## src/rtl/seq_divider_16bit.sv

```systemverilog
// Iterative unsigned restoring divider: one shift-and-subtract step per clock,
// start/done handshake, divide-by-zero reported as q=all ones, r=a.
module seq_divider_16bit #(
  parameter int WIDTH = 16
) (
  input  logic             clk,
  input  logic             reset,
  input  logic             start,
  input  logic [WIDTH-1:0] a,
  input  logic [WIDTH-1:0] b,
  output logic             busy,
  output logic             done,
  output logic [WIDTH-1:0] q,
  output logic [WIDTH-1:0] r,
  output logic             div_by_zero
);

  localparam int CW = (WIDTH > 2) ? $clog2(WIDTH) : 1;
  localparam logic [CW-1:0] LAST_STEP = CW'(WIDTH - 1);

  typedef enum logic [1:0] {
    IDLE = 2'd0,
    RUN  = 2'd1,
    DONE = 2'd2
  } state_t;

  state_t           state_q;
  logic [WIDTH-1:0] rem_q;
  logic [WIDTH-1:0] dvd_q;
  logic [WIDTH-1:0] dsr_q;
  logic [CW-1:0]    cnt_q;

  logic [WIDTH:0]   shifted_d;
  logic             fits_d;
  logic [WIDTH-1:0] sub_d;

  // The partial remainder after a successful subtract is below the divisor,
  // so the low WIDTH bits of the difference are the whole new remainder.
  always_comb begin
    shifted_d = {rem_q, dvd_q[WIDTH-1]};
    fits_d    = shifted_d >= {1'b0, dsr_q};
    sub_d     = shifted_d[WIDTH-1:0] - dsr_q;
  end

  always_ff @(posedge clk) begin
    if (reset) begin
      state_q     <= IDLE;
      busy        <= 1'b0;
      done        <= 1'b0;
      q           <= '0;
      r           <= '0;
      div_by_zero <= 1'b0;
      rem_q       <= '0;
      dvd_q       <= '0;
      dsr_q       <= '0;
      cnt_q       <= '0;
    end else begin
      done <= 1'b0;
      case (state_q)
        IDLE: begin
          if (start) begin
            dvd_q   <= a;
            dsr_q   <= b;
            rem_q   <= '0;
            cnt_q   <= '0;
            busy    <= 1'b1;
            state_q <= (b == '0) ? DONE : RUN;
          end
        end
        RUN: begin
          // Dividend bits leave from the MSB while quotient bits enter at the LSB.
          if (fits_d) begin
            rem_q <= sub_d;
            dvd_q <= {dvd_q[WIDTH-2:0], 1'b1};
          end else begin
            rem_q <= shifted_d[WIDTH-1:0];
            dvd_q <= {dvd_q[WIDTH-2:0], 1'b0};
          end
          cnt_q <= cnt_q + CW'(1);
          if (cnt_q == LAST_STEP) begin
            state_q <= DONE;
          end
        end
        DONE: begin
          done    <= 1'b1;
          busy    <= 1'b0;
          state_q <= IDLE;
          if (dsr_q == '0) begin
            q           <= '1;
            r           <= dvd_q;
            div_by_zero <= 1'b1;
          end else begin
            q           <= dvd_q;
            r           <= rem_q;
            div_by_zero <= 1'b0;
          end
        end
        default: begin
          state_q <= IDLE;
          busy    <= 1'b0;
        end
      endcase
    end
  end

endmodule
```

## config.mk

```make
export PLATFORM = sky130hd
export DESIGN_NAME = seq_divider_16bit
export DESIGN_NICKNAME = d
export VERILOG_FILES = /design/src/rtl/seq_divider_16bit.sv
export SDC_FILE = /design/constraint.sdc
export NUM_CORES = 1
export LEC_CHECK = 0
export CAP_MARGIN = 40
export CORE_MARGIN = 2
export CORE_UTILIZATION = 60
export CTS_BUF_LIST = sky130_fd_sc_hd__clkbuf_4 sky130_fd_sc_hd__clkbuf_8
export CTS_CLUSTER_DIAMETER = 200
export CTS_CLUSTER_SIZE = 10
export DETAILED_ROUTE_END_ITERATION = 10
export PLACE_DENSITY = 0.89
export SLEW_MARGIN = 25
export SYNTH_ARGS = -nofsm -noshare
export SYNTH_HDL_FRONTEND = slang
export SYNTH_SLANG_ARGS = --single-unit
export TNS_END_PERCENT = 1
```

## constraint.sdc

```tcl
create_clock -name clk -period 6.4 [get_ports clk]
set_input_delay 1.28 -clock clk [delete_from_list [all_inputs] [get_ports clk]]
set_output_delay 1.28 -clock clk [all_outputs]
set_load 0.01 [all_outputs]
```

==> results.md, run 1 <==
* Status: completed
* CP Buf/Inv Count at 1
* Final RePlAce weighted congestion at 0.915
* FF+latch count, synth at 89
* Minimum clock period at 2.83 ns
* DR WL/cell at 16.1 um
* Largest cells by area after synthesis: dfxtp_1 (41%), nand2_1 (8.5%), a21oi_1 (5.7%), ha_1 (4.9%), nor2_1 (4.2%)
* Share of cells above drive strength 1 at 0.0544
* Asr flop ratio synth at 0
* Slowest CP cell: a2111oi_1
* Layout Cells excl Fill at 706
* Vias per cell at 6.09
* Tot Pwr at 2.32 mW
* Yosys Warn Count at 0
* Max-cap violations at 0
* Seq/Total Area, Yosys at 0.407
* DP HPWL at 8150 um
* Post-Syn Nets at 607
* Die W at 89.4 um
* Largest area contributor in the netlist: dfxtp_1
* Setup crit start: dvd_q[15]
* Setup total negative slack at 0 ns
* Cell Pwr Density at 436 mW/mm2
* Die area at 0.00799 mm2
* Critical path class: flip-flop to flip-flop
* Total placed cells including tap cells at 690
* Initial core utilization at 0.613
* Distinct cells, synth at 55
* I/O pin count at 70
* Number of gates resized after CTS at 0
* WP data required at 6.68 ns
* Worst setup SP type: flip-flop
* Filler Cell Count at 559
* H-tree depth at 3
* Core ar. at 0.00714 mm2
* Port Buffer Count at 69
* Most numerous cell in the Yosys netlist: nand2_1
* Synth top cells by count: nand2_1 (99), dfxtp_1 (89), a21oi_1 (50)
* Top cell type's share of synthesized area at 0.407
* Rel. slew slack at 0.489
* Syn avg cell area at 7.90 um2
* Beginning of the worst hold path: div_by_zero
* First-pass GRT wire length at 18500 um
* Critical path peak fanout at 3
* GRT Total Usage at 0.296
* Final net count at 655
* Worst path cell trace: inv_1 > ha_1 > fa_1 > nand2b_1 > a21oi_1 > o21ai_1 > a2111oi_1 > nor3_1 > or3b_1 > o21ai_1
* CTS tree: yes
* Peak per-stage delay on the critical path at 0.50 ns
* Clk buf depth at 2
* Final setup viols at 0
* RSZ-0062 raised after global routing: false
* CP most frequent cell: o21ai_1
* Crit-path leading delay family: compound AO/OA/AOI/OAI gates
* Worst EP arrival at 3.11 ns
* Mapped cell area at 0.00438 mm2
* First-pass detailed-route iteration total at 5
* Least-Margin Pin Slew at 0.765 ns
* Post-Route WL at 11400 um
* DRT iter0 DRCs at 450
* Setup Fix Bufs, Post-CTS at 0
* R2r startpoint: dvd_q[15]
* Vias in the first global route at 3905
* Via Count at 4297
* ANT nets after route at 0
* P&R area growth vs syn at 21.8%
* Number of synthesized flops with an enable pin at 0
* Worst setup EP type: flip-flop
* Clk pin slew, worst setup/hold paths at 0.11 ns
* Std cell rows at 31
* Pins Over Slew Limit at 0
* Post-Synthesis Cells at 554
* Leakage at 1.95 nW
* ANT cells at 0
* Clock Latency Late Sink at 0.37 ns
* Hold WS at 0.468 ns
* CTS Hold Bufs at 0
* HP Class: flip-flop to flip-flop
* Prevailing post-synth register cell: dfxtp_1
* Initial antenna violation count at 0
* Largest net degree at the start of global routing at 77
* Tcrit/Tclk final at 0.442
* Root Buffer Master: clkbuf_8
* Remaining Overflow, GRT at 0
* Clock Skew at 0.0225 ns
* Residual DRC at 0
* Peak supply drop at 0.348 mV
* Max Freq at 354 MHz
* Sink Count at 89
* Die H at 89.4 um
* CTS buffer count at 9
* Final Hold Viols at 0
[path summary, 6_finish.rpt]
check	depth (start not counted)	endpoint	slack, ns
setup / recovery	10	rem_q[14]	3.57
hold / removal	2	div_by_zero	0.47
setup reg to reg	10	rem_q[14]	3.57
hold reg to reg	2	div_by_zero	0.47
[flip-flops by register name (all words and copies together), names as in the netlist]
| signal | flops |
|---|---|
| div_by_zero | 1 |
| dsr_q | 16 |
| cnt_q | 4 |
| r | 16 |
| state_q | 2 |
| done | 1 |
| dvd_q | 16 |
| busy | 1 |
| q | 16 |
| rem_q | 16 |
[logic make-up (layout without fill, tap and decap cells)]
logic type               Yosys count  in the layout  share of synthesized area
AO/OA/AOI/OAI                    138            138                      0.207
multiplexers                       8              8                     0.0186
AND/OR/NAND/NOR                  229            229                      0.232
adder cells (fa/ha/maj)           18             18                     0.0532
flip-flops                        89             89                      0.407
XOR/XNOR                          12             12                     0.0240
buffers and inverters             60            113                     0.0572
[through the flow]
step / util / cell area, um2 / setup WS [ns]
2_1_floorplan: - / 4380 / 3.99
3_3_place_gp: 0.708 / 5050 / 3.27
3_5_place_dp: 0.716 / 5110 / 3.35
4_1_cts: 0.747 / 5330 / 3.62
5_1_grt: 0.747 / 5330 / 3.46
6_report: 0.747 / 5330 / 3.57
[worst min-delay path, cell delays in order, from the launching register on]
cell     delay [ns]
dfxtp_1        0.32
nand2_1        0.05
a21oi_1        0.06
[power breakdown]
part           internal (mW)  switching, mW
clock                  0.209          0.211
combinational          0.491          0.707
sequential             0.625         0.0793
total                   1.32          0.998
[final cells by class]
type                    instances  area, um2  area share
multi-input cells             405       2360       0.444
flip-flops and latches         89       1780       0.334
repair buffers                 75        754       0.142
clock buffers                  11        151      0.0284
well taps                      99        124      0.0232
inverters                      22       82.6      0.0155
clock inverters                 5       70.1      0.0131
[metal layers]
| metal | global-route usage | share of wire |
|---|---|---|
| met5 | 0 | 0 |
| met4 | 0.118 | 0.022 |
| met3 | 0.0379 | 0.061 |
| met2 | 0.487 | 0.49 |
| met1 | 0.394 | 0.42 |
[cell usage in the layout (no fill, tap or decap), drive strengths merged, types with 2 or more instances in the layout]
cell	Yosys	final
nand2	100	100
dfxtp	89	89
clkdlybuf4s50	0	68
a21oi	51	51
nor2	50	50
nor3	36	36
inv	22	24
o21ai	19	19
a311oi	18	18
ha	17	17
a22oi	15	15
nand3	12	12
clkbuf	29	11
nor4	9	9
xor2	7	7
mux2i	7	7
buf	9	7
a32oi	6	6
nand4	5	5
a21o	5	5
o31ai	5	5
xnor2	5	5
o21a	4	4
or3	3	3
o21bai	3	3
nor2b	3	3
nand2b	2	2
or2	2	2
a211oi	2	2
clkinv	0	2
a2111oi	2	2
Note: power is estimated with default switching activity, not from simulation.
==> inputs of run 2 (changes only) <==
CORE_UTILIZATION = 56   (was 60)
PLACE_DENSITY = 0.84   (was 0.89)
clock period = 2.76 ns   (was 6.4 ns; I/O delays follow)
==> run 2 against run 1 <==
Clock power rose by 130%. Total power rose by 140%. Hold slack got worse by 0.0027 ns. Wire length fell by 0.54%. Cell count rose by 1.4%. Sequential cell count did not move. Via count fell by 0.74%. Clock skew fell by 0.0017 ns. Setup slack got worse by 3.3 ns. Critical path type unchanged. Highest routed layer unchanged.
==> results.md, run 2 (synthesis results as in run 1) <==
* Status: completed
* Initial core utilization at 0.572
* ANT cells at 0
* Max Freq at 403 MHz
* RSZ-0062 raised after global routing: false
* ANT nets after route at 0
* Root Buffer Master: clkbuf_8
* Worst path cell trace: inv_1 > ha_1 > fa_1 > nand2b_1 > a21oi_1 > o21ai_1 > a2111oi_2 > nor3_1 > or3b_1 > o21ai_1
* DP HPWL at 8100 um
* Setup Fix Bufs, Post-CTS at 0
* Slowest CP cell: fa_1
* Crit-path leading delay family: compound AO/OA/AOI/OAI gates
* Critical path class: flip-flop to flip-flop
* H-tree depth at 3
* GRT Total Usage at 0.266
* Rel. slew slack at 0.587
* Final setup viols at 0
* HP Class: flip-flop to flip-flop
* Clock power frac at 0.175
* Clock Skew at 0.0208 ns
* Residual DRC at 0
* Initial antenna violation count at 0
* Least-Margin Pin Slew at 0.620 ns
* Worst setup SP type: flip-flop
* Clk pin slew, worst setup/hold paths at 0.10 ns
* Multi-input logic area at 0.00236 mm2
* Die area at 0.00854 mm2
* Sw power at 2.34 mW
* First-pass detailed-route iteration total at 6
* Largest net degree at the start of global routing at 43
* Cell Pwr Density at 1020 mW/mm2
* Final net count at 662
* Share of cells above drive strength 1 at 0.0668
* Sink Count at 89
* Most frequent cells in the layout: nand2_1 (99), dfxtp_1 (89), clkdlybuf4s50_1 (68)
* Tot Pwr at 5.53 mW
* Peak per-stage delay on the critical path at 0.39 ns
* Internal power at 3.19 mW
* WP data required at 3.05 ns
* Minimum clock period at 2.48 ns
* I/O pin count at 70
* Die W at 92.4 um
* Clk buf depth at 2
* Post-Route WL at 11300 um
* P&R area growth vs syn at 23.2%
* Most common cell after layout, fill and taps aside: nand2_1
* Leakage at 1.98 nW
* Tcrit/Tclk final at 0.900
* CTS Hold Bufs at 0
* Worst EP arrival at 2.77 ns
* Setup total negative slack at 0 ns
* Register area at 0.00178 mm2
* Pre-CTS setup slack at 0.242 ns
* Vias per cell at 5.96
* CP Buf/Inv Count at 1
* Die H at 92.4 um
* Peak supply drop at 0.518 mV
* DRT iter0 DRCs at 314
* Std cell rows at 32
* DR WL/cell at 15.8 um
* Min setup slack post-route at 0.276 ns
* Hold WS at 0.465 ns
* Gate power share at 0.529
* CP most frequent cell: o21ai_1
* CTS tree: yes
* First-pass GRT wire length at 18600 um
* Critical path peak fanout at 3
* Sequential power share at 0.296
* Via Count at 4265
* Core ar. at 0.00765 mm2
* Worst setup EP type: flip-flop
* Pins Over Slew Limit at 0
* Remaining Overflow, GRT at 0
* Filler Cell Count at 614
* Final RePlAce weighted congestion at 0.909
* Vias in the first global route at 4011
* CTS buffer count at 9
* Sw Share at 0.423
* Max-cap violations at 0
* Final Hold Viols at 0
* Port Buffer Count at 69
* Clock Latency Late Sink at 0.37 ns
* Number of gates resized after CTS at 0
run 2: cell type report:
type,instances,share of cell area
multi-input combinational,405,0.438
sequential,89,0.330
timing repair buffer,82,0.151
tap,102,0.0237
clock buffer,9,0.0230
clock inverter,7,0.0183
inverter,22,0.0153
run 2: final timing paths:
check	startpoint	to	slack [ns]	cells past startpoint
worst max register to register	dvd_q[15]	rem_q[14]	0.28	10
worst min-delay path	div_by_zero	div_by_zero	0.46	2
worst min register to register	div_by_zero	div_by_zero	0.46	2
worst max-delay path	dvd_q[15]	rem_q[14]	0.28	10
run 2: per-layer routing:
metal / track usage / wire [um] / up-vias
li1: - / - / 2074
met1: 0.354 / 5140 / 2002
met2: 0.448 / 5330 / 164
met3: 0.0431 / 583 / 25
met4: 0.0746 / 231 / 0
met5: 0 / 0 / -
run 2: stage by stage:
stage | std cells | area [um2] | utilization
6_report | 716 | 5390 | 0.705
5_1_grt | 716 | 5390 | 0.705
4_1_cts | 715 | 5360 | 0.701
3_5_place_dp | 699 | 5140 | 0.672
3_3_place_gp | 699 | 5140 | 0.672
2_1_floorplan | 554 | 4380 | -
run 2: worst reg2reg max path, stage by stage, from the launching register on:
cell	delay [ns]
dfxtp_1	0.37
inv_1	0.08
ha_1	0.23
fa_1	0.39
nand2b_1	0.17
a21oi_1	0.15
o21ai_1	0.13
a2111oi_2	0.36
nor3_1	0.08
or3b_1	0.35
o21ai_1	0.11
run 2: power groups by stage:
stage               sequential (mW)  clock (mW)  combinational (mW)
finish                         1.64       0.967                2.92
CTS                            1.63       0.972                2.85
global route                   1.66        1.02                3.20
floorplan                      1.61           0                2.23
detailed placement             1.66           0                2.83
global placement               1.65           0                2.80
==> RTL edit 1 (settings of run 2) <==
The 3 states of `state_t` get a one-hot encoding in 3 bits.
--- a/src/rtl/seq_divider_16bit.sv
+++ b/src/rtl/seq_divider_16bit.sv
@@ -18,10 +18,10 @@
   localparam int CW = (WIDTH > 2) ? $clog2(WIDTH) : 1;
   localparam logic [CW-1:0] LAST_STEP = CW'(WIDTH - 1);
 
-  typedef enum logic [1:0] {
-    IDLE = 2'd0,
-    RUN  = 2'd1,
-    DONE = 2'd2
+  typedef enum logic [2:0] {
+    IDLE = 3'b001,
+    RUN  = 3'b010,
+    DONE = 3'b100
   } state_t;
 
   state_t           state_q;
Function: same outputs for any inputs over 10 cycles, from zero or initial values and one cycle with reset high; not proved beyond that.
==> RTL edit 1 against run 2 <==
  * Die area grew 2.0%
  * Count of clock-buffer cells in the layout is the same
  * Routed wire length grew 3.9%
  * Worst setup slack lost 110 ps
  * Final area grew 0.30%
  * Area after synthesis rose by 2.1%
  * Critical path type unchanged
  * Sequential cell count is 1 higher
Power is not compared: it rests on default switching activity, and its combinational part moved more than twofold at a synthesized area within 25%.
==> RTL edit 1: results <==
{
  "status": "finished, final reports clean",
  "syn_nets": 629,
  "fill_cells": 616,
  "synthMuxAreaShare": 0.01596,
  "grt_use_total": 0.2816,
  "syn_avg_cell_area_um2": 7.757,
  "wl_per_cell_um": 15.96,
  "synthAdderAreaFrac": 0.05209,
  "r2r_setup_slack_ps": 170,
  "grt_max_degree": 51,
  "whs_ps": 467.3,
  "wl_met2_um": 5550,
  "synthXorXnorAreaFrac": 0.02156,
  "yosysSeqAreaShare": 0.4032,
  "synth_cell_type_count": 53,
  "fin_nets": 681,
  "dpl-instance-area_um2": 5207,
  "finalClockSkew_ps": 14.77,
  "drt_iter0_drc": 371,
  "place_congestion": 0.9329,
  "wl_met3_um": 855,
  "crit_fanout": 10,
  "cp.arrival_ps": 2830,
  "drive_above_1_share": 0.05845,
  "finalWirelength_um": 11730,
  "r2r_end": "rem_q[6]$_SDFFE_PP0P_",
  "via_per_inst": 5.984,
  "drt_pass1_iterations": 5,
  "relSlewSlack": 0.4946,
  "grt_pass1_vias": 4034,
  "m1WireLength_um": 5172,
  "synthTopCellsByArea": "dfxtp_1 (40%), nand2_1 (11%), a311oi_1 (6.7%), nor2_1 (5.8%), ha_1 (4.8%)"
}
[RTL edit 1: cell type report]
cell class                      count  area (um^2)  area share
Timing Repair Buffer               79        773.2      0.1430
Inverter                           19        71.32     0.01319
Clock inverter                      7        72.57     0.01342
Sequential cell                    90         1802      0.3331
Tap cell                          102        127.6     0.02359
Clock buffer                        9        123.9     0.02290
Multi-Input combinational cell    429         2439      0.4508
[RTL edit 1: worst max path at each step]
stage	endpoint	cells after the start	from	slack (ps)
after floorplan	rem_q[12]$_SDFFE_PP0P_	12	dsr_q[10]$_SDFFE_PP0P_	510
after global placement	rem_q[5]$_SDFFE_PP0P_	8	rem_q[8]$_SDFFE_PP0P_	280
after detailed placement	rem_q[6]$_SDFFE_PP0P_	8	rem_q[8]$_SDFFE_PP0P_	180
after CTS	rem_q[6]$_SDFFE_PP0P_	8	rem_q[8]$_SDFFE_PP0P_	160
after global routing	rem_q[11]$_SDFFE_PP0P_	9	dsr_q[14]$_SDFFE_PP0P_	70
final	rem_q[6]$_SDFFE_PP0P_	9	dsr_q[13]$_SDFFE_PP0P_	170
[RTL edit 1: repair_timing]
action | in CTS | in global routing
resized for setup | 0 | 1
setup buffers | 0 | 0
hold buffers | 0 | 0
setup endpoints to repair | 0 | 1
[RTL edit 1: power by group through the flow]
stage                     Combinational [mW]  Sequential [mW]  Clock [mW]
after global placement                 0.565             1.41           0
final                                  0.593             1.39       0.879
after CTS                              0.579             1.39       0.887
after global routing                   0.647             1.39       0.946
after floorplan                        0.418             1.40           0
after detailed placement               0.571             1.42           0
[RTL edit 1: routing by layer]
layer	global-route usage	vias up
met1	0.3879	2045
met4	0.08824	0
met3	0.05077	15
met5	0	-
met2	0.4496	198
li1	-	2140
==> RTL edit 2 (config.mk and constraints of run 2) <==
Made on the original files. `WIDTH`: 16 -> 8.
--- a/src/rtl/seq_divider_16bit.sv
+++ b/src/rtl/seq_divider_16bit.sv
@@ -1,7 +1,7 @@
 // Iterative unsigned restoring divider: one shift-and-subtract step per clock,
 // start/done handshake, divide-by-zero reported as q=all ones, r=a.
 module seq_divider_16bit #(
-  parameter int WIDTH = 16
+  parameter int WIDTH = 8
 ) (
   input  logic             clk,
   input  logic             reset,
Ports: changed (resized a, b, q and r); port bits go from 70 to 38. The function was not compared with the original's and may differ.
==> RTL edit 2 against run 2 <==
  * Area after synthesis down 46%
  * Power is 69% lower
  * Worst setup slack improved by 420 ps
  * Routed wire length down 53%
  * Sequential cell count shrank 41
  * Non-clock buffer count decreased by 41
  * Critical path depth decreased by 2
  * Sequential share of layout area increased by 0.40 points
  * Final area shrank 47%
  * Critical endpoint is now rem_q[2]$_SDFFE_PP0P_
==> RTL edit 2: results <==
{
  "critPathLaunch": "dsr_q[6]$_SDFFE_PP0P_",
  "cts-htree-levels": 2,
  "via_per_inst": 5.726,
  "grt_pass1_vias": 2047,
  "multi_input_area_share": 0.4484,
  "synth.ff_latch_count": 48,
  "synthTopCellsByCount": "dfxtp_1 (48), nand2_1 (46), nor2_1 (46)",
  "dp_hpwl_um": 3855,
  "cp.arrival_ps": 2270,
  "crit_fanout": 16,
  "wl_met3_um": 323,
  "synth-main-ff-cell": "dfxtp_1",
  "met1_usage": 0.3108,
  "post_cts_resized": 0,
  "relSlewSlack": 0.5002,
  "grt_pass1_wl_um": 9246,
  "buffer_area_frac": 0.1393,
  "highest_layer": "met4",
  "clockNetworkAreaShare": 0.04049,
  "seq_share": 0.3343,
  "peakVddDrop_mv": 0.3986,
  "place_congestion": 0.8916,
  "synthTopCellsByArea": "dfxtp_1 (40%), nand2_1 (7.3%), nor2_1 (7.3%), a311oi_1 (5.5%), ha_1 (5.3%)",
  "gr-usage-met3": 0.05263,
  "crit-reg2reg-launch": "dsr_q[6]$_SDFFE_PP0P_",
  "synthesis.area_um2": 2376,
  "clock_latency_ps": 310,
  "crit_type": "reg2reg",
  "synth-async-reset-ratio": 0,
  "wl_met2_um": 2542,
  "status": "finished, final reports clean",
  "yosysSeqAreaShare": 0.4044,
  "grt_util_met2": 0.3878,
  "drive_above_1_share": 0.07524,
  "grt_antenna_before_repair": 0,
  "p_leak_nw": 1.071,
  "hp-start": "div_by_zero$_SDFFE_PP0P_",
  "grt_use_total": 0.2347,
  "nonClockInverterCount": 12,
  "synth_cell_type_count": 42,
  "nMultiInputCombCells": 210,
  "drt_pass1_iterations": 5,
  "grt_max_degree": 31,
  "m1WireLength_um": 2387,
  "fill_cells": 336,
  "drt_iter0_drc": 123,
  "fin_nets": 348,
  "diodes": 0,
  "n_all_buffers": 41,
  "finalClockSkew_ps": 11.45,
  "cts_made_buffers": 5,
  "finalWirelength_um": 5330,
  "syn_nets": 315,
  "portBuffers": 37
}
RTL edit 2: path summary, 6_finish.rpt:
path | end | cells after the start | slack [ps]
setup / recovery | rem_q[2]$_SDFFE_PP0P_ | 8 | 690
hold / removal | div_by_zero$_SDFFE_PP0P_ | 2 | 460
setup reg to reg | rem_q[2]$_SDFFE_PP0P_ | 8 | 690
hold reg to reg | div_by_zero$_SDFFE_PP0P_ | 2 | 460
RTL edit 2: through the flow:
| stage | utilization | area, um^2 | worst slack (ps) | hold WS, ps | cells |
|---|---|---|---|---|---|
| after floorplan | - | 2376 | 961.6 | 457.3 | 285 |
| after global placement | 0.6845 | 2758 | 734.2 | 451.3 | 361 |
| after detailed placement | 0.6845 | 2758 | 684.2 | 450.7 | 361 |
| after CTS | 0.7134 | 2874 | 707.8 | 464.0 | 369 |
| after global routing | 0.7134 | 2874 | 528.1 | 503.7 | 369 |
| final | 0.7134 | 2874 | 693.1 | 461.4 | 369 |
RTL edit 2: cells by family after synthesis:
group	Yosys count	share of synthesized area
AO/OA/AOI/OAI	55	0.1827
XOR/XNOR	2	0.007374
adder cells (fa/ha/maj)	11	0.06109
buffers and inverters	27	0.05319
flip-flops	48	0.4044
multiplexers	11	0.04634
AND/OR/NAND/NOR	131	0.2449
RTL edit 2: report_power, final:
| part | internal [mW] | total, mW | switching (mW) |
|---|---|---|---|
| clock network | 0.273 | 0.516 | 0.243 |
| logic | 0.178 | 0.434 | 0.256 |
| registers | 0.728 | 0.770 | 0.0423 |
RTL edit 2: critical path, stage by stage, from the launching register on:
cell and delay, ps:
dfxtp_1 380, inv_1 70, ha_1 360, a21oi_2 220, o221ai_2 140, a21oi_4 410
nor3_1 140, a21oi_1 170, o21ai_1 70
